### config.mk
export PLATFORM = sky130hd
export DESIGN_NAME = bus_arbiter
export DESIGN_NICKNAME = d
export VERILOG_FILES = /design/src/rtl/bus_arbiter_pkg.sv /design/src/rtl/bus_arbiter_watchdog.sv /design/src/rtl/bus_arbiter.sv
export SDC_FILE = /design/constraint.sdc
export NUM_CORES = 1
export LEC_CHECK = 0
export ABC_AREA = 1
export BUFFER_PORTS_ARGS = -buffer_cell sky130_fd_sc_hd__buf_2
export CAP_MARGIN = 5
export CORE_MARGIN = 2
export CORE_UTILIZATION = 54
export DETAILED_ROUTE_END_ITERATION = 8
export PLACE_DENSITY = 0.83
export SYNTH_ARGS = -nofsm -noshare
export SYNTH_HDL_FRONTEND = slang
export SYNTH_SLANG_ARGS = --single-unit
### constraint.sdc
create_clock -name clk -period 2.1 [get_ports clk]
set_input_delay 0.21 -clock clk [delete_from_list [all_inputs] [get_ports clk]]
set_output_delay 0.21 -clock clk [all_outputs]
set_load 0.01 [all_outputs]
### src/rtl/bus_arbiter_pkg.sv
// Shared bus header: owner encodings, active-low enable levels and the
// round-robin scan helper used by the arbiter.
package bus_arbiter_pkg;

    localparam int unsigned BUS_OWNER_WIDTH = 2;
    localparam int unsigned BUS_MASTERS     = 4;
    localparam int unsigned BUS_WDT_WIDTH   = 8;

    localparam logic ENABLE_  = 1'b0;
    localparam logic DISABLE_ = 1'b1;

    typedef enum logic [BUS_OWNER_WIDTH-1:0] {
        BUS_OWNER_MASTER_0 = 2'd0,
        BUS_OWNER_MASTER_1 = 2'd1,
        BUS_OWNER_MASTER_2 = 2'd2,
        BUS_OWNER_MASTER_3 = 2'd3
    } bus_owner_e;

    typedef enum logic {
        WDT_IDLE,
        WDT_PENDING
    } wdt_state_e;

    // First requester after the current owner (owner+1 .. owner+3, wrapping);
    // the owner itself is kept when nobody else is asking.
    function automatic bus_owner_e bus_scan_next(
        input bus_owner_e                   owner,
        input logic [BUS_MASTERS-1:0]       req_
    );
        bus_owner_e                  result;
        logic [BUS_OWNER_WIDTH-1:0]  cand;
        logic                        found;
        result = owner;
        found  = 1'b0;
        for (int unsigned i = 1; i < BUS_MASTERS; i++) begin
            cand = owner + BUS_OWNER_WIDTH'(i);
            if (!found && req_[cand] == ENABLE_) begin
                result = bus_owner_e'(cand);
                found  = 1'b1;
            end
        end
        return result;
    endfunction

endpackage

### src/rtl/bus_arbiter_watchdog.sv
// Bus watchdog: tracks an unanswered address strobe and aborts the access
// once ready has stayed away for TIMEOUT_CYCLES cycles.
module bus_watchdog
    import bus_arbiter_pkg::*;
#(
    parameter int unsigned TIMEOUT_CYCLES = 255
) (
    input  logic clk,
    input  logic reset_,
    input  logic m_as_,
    input  logic m_rdy_,
    input  logic owner_change,
    output logic bus_timeout
);

    localparam logic [BUS_WDT_WIDTH-1:0] LIMIT = BUS_WDT_WIDTH'(TIMEOUT_CYCLES);

    wdt_state_e               state_q, state_d;
    logic [BUS_WDT_WIDTH-1:0] count_q, count_d;

    always_ff @(posedge clk or negedge reset_) begin
        if (!reset_) begin
            state_q <= WDT_IDLE;
            count_q <= '0;
        end else begin
            state_q <= state_d;
            count_q <= count_d;
        end
    end

    // Ready in the compare cycle takes precedence over the abort.
    always_comb begin
        state_d     = state_q;
        count_d     = '0;
        bus_timeout = (state_q == WDT_PENDING) && (m_rdy_ == DISABLE_) && (count_q == LIMIT);
        if (owner_change || bus_timeout) begin
            state_d = WDT_IDLE;
        end else if (m_rdy_ == ENABLE_) begin
            state_d = WDT_IDLE;
        end else begin
            if (m_as_ == ENABLE_) begin
                state_d = WDT_PENDING;
            end
            if (state_q == WDT_PENDING) begin
                count_d = count_q + 8'd1;
            end
        end
    end

endmodule

### src/rtl/bus_arbiter.sv
// Four-master round-robin bus arbiter with non-preemptive, parked grants and
// a watchdog that forces the bus onward when an access stalls.
module bus_arbiter
    import bus_arbiter_pkg::*;
#(
    parameter int unsigned TIMEOUT_CYCLES = 255
) (
    input  logic clk,
    input  logic reset_,
    input  logic m0_req_,
    input  logic m1_req_,
    input  logic m2_req_,
    input  logic m3_req_,
    output logic m0_grnt_,
    output logic m1_grnt_,
    output logic m2_grnt_,
    output logic m3_grnt_,
    input  logic m_as_,
    input  logic m_rdy_,
    output logic bus_timeout
);

    bus_owner_e             owner, owner_next;
    logic [BUS_MASTERS-1:0] req_;
    logic                   owner_change;

    assign req_ = {m3_req_, m2_req_, m1_req_, m0_req_};

    always_ff @(posedge clk or negedge reset_) begin
        if (!reset_) begin
            owner <= BUS_OWNER_MASTER_0;
        end else begin
            owner <= owner_next;
        end
    end

    // A timeout advances the scan even while the owner still holds its request.
    always_comb begin
        owner_next = owner;
        if (req_[owner] == DISABLE_ || bus_timeout) begin
            owner_next = bus_scan_next(owner, req_);
        end
    end

    assign owner_change = (owner_next != owner);

    assign m0_grnt_ = (owner == BUS_OWNER_MASTER_0) ? ENABLE_ : DISABLE_;
    assign m1_grnt_ = (owner == BUS_OWNER_MASTER_1) ? ENABLE_ : DISABLE_;
    assign m2_grnt_ = (owner == BUS_OWNER_MASTER_2) ? ENABLE_ : DISABLE_;
    assign m3_grnt_ = (owner == BUS_OWNER_MASTER_3) ? ENABLE_ : DISABLE_;

    bus_watchdog #(
        .TIMEOUT_CYCLES (TIMEOUT_CYCLES)
    ) u_watchdog (
        .clk          (clk),
        .reset_       (reset_),
        .m_as_        (m_as_),
        .m_rdy_       (m_rdy_),
        .owner_change (owner_change),
        .bus_timeout  (bus_timeout)
    );

endmodule

==> out/metrics.yaml <==
synthArstFlopShare_pct: 100.0
drc: 0
die-height_um: 43.23
antenna_found_initial: 0
total_leakage_power_nw: 0.5212
route.final.wire_length_um: 1585
wl_per_cell_um: 10.16
max_freq_ghz: 0.5348
worst_ep_required_time_ns: 2.26
maximum_single_stage_delay_on_the_critical_path_ns: 0.50
critical_path.cell_chain: "inv_2 -> ha_1 -> inv_1 -> nand3_1 -> nand2_1 -> nand2_1 -> nand2_1 -> nand2_1 -> nand2_1 -> nand3_2 -> nand3_4 -> nor2_1"
max_root_sink_buffers: 2
gp_congestion: 0.8185
yosysWarnings: 0
tritoncts.num_buffers: 3
synth_area_leader_cell: "sky130_fd_sc_hd__dfrtp_1"
syn_nets: 135
maxCapViolations: 0
placement_rows: 14
finClkSkew_ns: 0.0003172
port_buffers: 12
p_per_area_nw_per_um2: 1268
route.detailed.vias_per_inst: 5.096
synthToLayoutAreaGrowth_pct: 14.91
timing.final.crit_share_pct: 89.04
synth.most_common_cell: "sky130_fd_sc_hd__nand2_1"
global_route.overflow_total: 0
final.setup.worst_slack_ns: 0.2302
clock_latency_on_the_worst_skew_pair_ns: 0.26
pre_cts_ws_ns: 0.2176
fin_nets: 154
setup-violations-final: 0
dp_hpwl_um: 1302
worst_setup_path_end_kind: "register"
path_buf_inv: 2
via_count: 795
critical_path.top_delay_family: "simple AND/OR/NAND/NOR gates"
gr-usage-all-layers_pct: 19.77
clk_pin_slew_ns: 0.07
final-seq-area_um2: 275.3
post_cts.repair.setup_buffers: 0
worst-path-max-fanout: 9
final_hold_vios: 0
netlist_instances: 122
critical_path_top_delay_cell: "sky130_fd_sc_hd__dfrtp_1"
final_max_slew_viol_count: 0
design.portCount: 13
worst-slew-pin-transition_ns: 0.3265
num-fill-cells: 136
synth.lib_cells_used.distinct: 21
drt-initial-drc-count: 14
hold-worst-slack_ns: 0.2203
critical_path.most_common_cell: "sky130_fd_sc_hd__nand2_1"
vdd_drop_max_v: 0.0008500
cts_root_buf: "sky130_fd_sc_hd__clkbuf_4"
synth.cell_area_um2: 830.8
final.setup.tns_ns: 0
critical_path.startpoint_type: "register"
drt_pass1_iterations: 4
ys.flop_type: "sky130_fd_sc_hd__dfrtp_1"
synth.yosys.seq_area_share_pct: 33.13
syn_area_per_cell_um2: 6.810
drt.antenna.violating_nets: 0
synthDominantCellAreaShare_pct: 33.13
die-area_um2: 1868
h_tree_depth: 1
tritoncts_clock_tree: "done"
number_of_global_route_vias_before_repair: 706
multiInputGateArea_um2: 480.5
synth.ff_latch_count: 11
synth_enable_flop_cells: 0
grt_max_degree: 12
synth.top_cells.by_count: "37 x sky130_fd_sc_hd__nand2_1, 19 x sky130_fd_sc_hd__inv_1, 14 x sky130_fd_sc_hd__nor2_1, 13 x sky130_fd_sc_hd__nand3_1, 11 x sky130_fd_sc_hd__dfrtp_1"
period_minus_slack_ns: 1.870
cts-resized-gates: 0
first_pass_grt_wire_length_um: 2760
rsz0062_at_grt: "no"
core-area_um2: 1471
total_clock_sinks: 11
chipWidth_um: 43.23
floorplan.initialDensity_pct: 56.46
maxSlewHeadroom_pct: 78.06
yosys-top-cells-area: "sky130_fd_sc_hd__dfrtp_1 33%, sky130_fd_sc_hd__nand2_1 17%, sky130_fd_sc_hd__inv_1 8.6%"
num_antenna_cells: 0
result_of_the_run: "finished clean"
worstSetupPathType: "register to register"
min-delay-path-class: "primary input to register"
arrival_ns: 2.03
drive_above_1_share_pct: 20.00
cells in the final DEF (no fill, tap or decap), drive strengths merged:
master,n
nand3b,1
xor2,1
nand3,16
or2,1
buf,13
ha,5
dlygate4sd3,1
a21oi,2
dfrtp,11
clkbuf,4
nor3,1
inv,20
o21bai,1
nand2,41
nand4,4
nor2,15
o21ai,3
final cells by class:
class / instances / area share [%]
Multi-Input combinational cell: 91 / 50.33
Tap cell: 16 / 2.097
Clock buffer: 4 / 2.752
Timing Repair Buffer: 14 / 8.126
Sequential cell: 11 / 28.83
Inverter: 20 / 7.864
worst register-to-register path, cell delays in order (launching register included):
cell and delay (ns):
sky130_fd_sc_hd__dfrtp_1 0.50, sky130_fd_sc_hd__inv_2 0.14, sky130_fd_sc_hd__ha_1 0.37, sky130_fd_sc_hd__inv_1 0.11, sky130_fd_sc_hd__nand3_1 0.08, sky130_fd_sc_hd__nand2_1 0.06, sky130_fd_sc_hd__nand2_1 0.05, sky130_fd_sc_hd__nand2_1 0.06
sky130_fd_sc_hd__nand2_1 0.06, sky130_fd_sc_hd__nand2_1 0.09, sky130_fd_sc_hd__nand3_2 0.09, sky130_fd_sc_hd__nand3_4 0.12, sky130_fd_sc_hd__nor2_1 0.06
metal layers:
metal	vias to the layer above	global-route usage, %	routed length, um
li1	418	-	-
met2	6	35.52	885
met5	-	0	0
met4	0	12.73	36
met1	367	21.96	650
met3	4	1.277	13
metrics by stage:
step / cell area, um2 / std cells / utilization [%] / total power (W)
after floorplan: 830.8 / 122 / - / 0.0008957
after global placement: 918.4 / 151 / 62.42 / 0.001053
after detailed placement: 918.4 / 151 / 62.42 / 0.001081
after CTS: 954.7 / 156 / 64.88 / 0.001223
after global routing: 954.7 / 156 / 64.88 / 0.001345
final: 954.7 / 156 / 64.88 / 0.001211
sequential cells by signal, summed over array words and instances (netlist names):
name / count
owner: 2
u_watchdog.count_q: 8
u_watchdog.state_q: 1
logic make-up after synthesis:
logic type / after synthesis / synth area share, %
DFF: 11 / 33.13
adders and majority gates: 5 / 7.530
and+or+nand+nor: 79 / 44.43
AOI/OAI and AO/OA: 6 / 4.819
buffers and inverters: 20 / 9.036
xor gates and xnor gates: 1 / 1.054
timing repair:
| item | in CTS | in global routing |
|---|---|---|
| endpoints found under the setup margin | 0 | 0 |
| hold buffers | 1 | 0 |
| hold endpoints to repair | 11 | 0 |
where the power goes:
part / switching [W] / leakage, nW / internal [W] / total, W
logic: 0.000508 / 0.359 / 0.000279 / 0.000787
registers: 0.0000380 / 0.148 / 0.000244 / 0.000282
clock network: 0.0000674 / 0.0150 / 0.0000735 / 0.000141
final timing paths:
check	from	to	slack [ns]	cells after the start
min	m_rdy_	u_watchdog.state_q	0.22	3
min in group asynchronous	reset_	u_watchdog.count_q[1]	0.34	2
max in group asynchronous	reset_	u_watchdog.count_q[3]	1.56	2
max	owner[0]	u_watchdog.count_q[5]	0.23	12
max reg2reg	owner[0]	u_watchdog.count_q[5]	0.23	12
min reg2reg	u_watchdog.count_q[0]	u_watchdog.count_q[0]	0.53	3
Note: power is estimated with default switching activity, not from simulation.
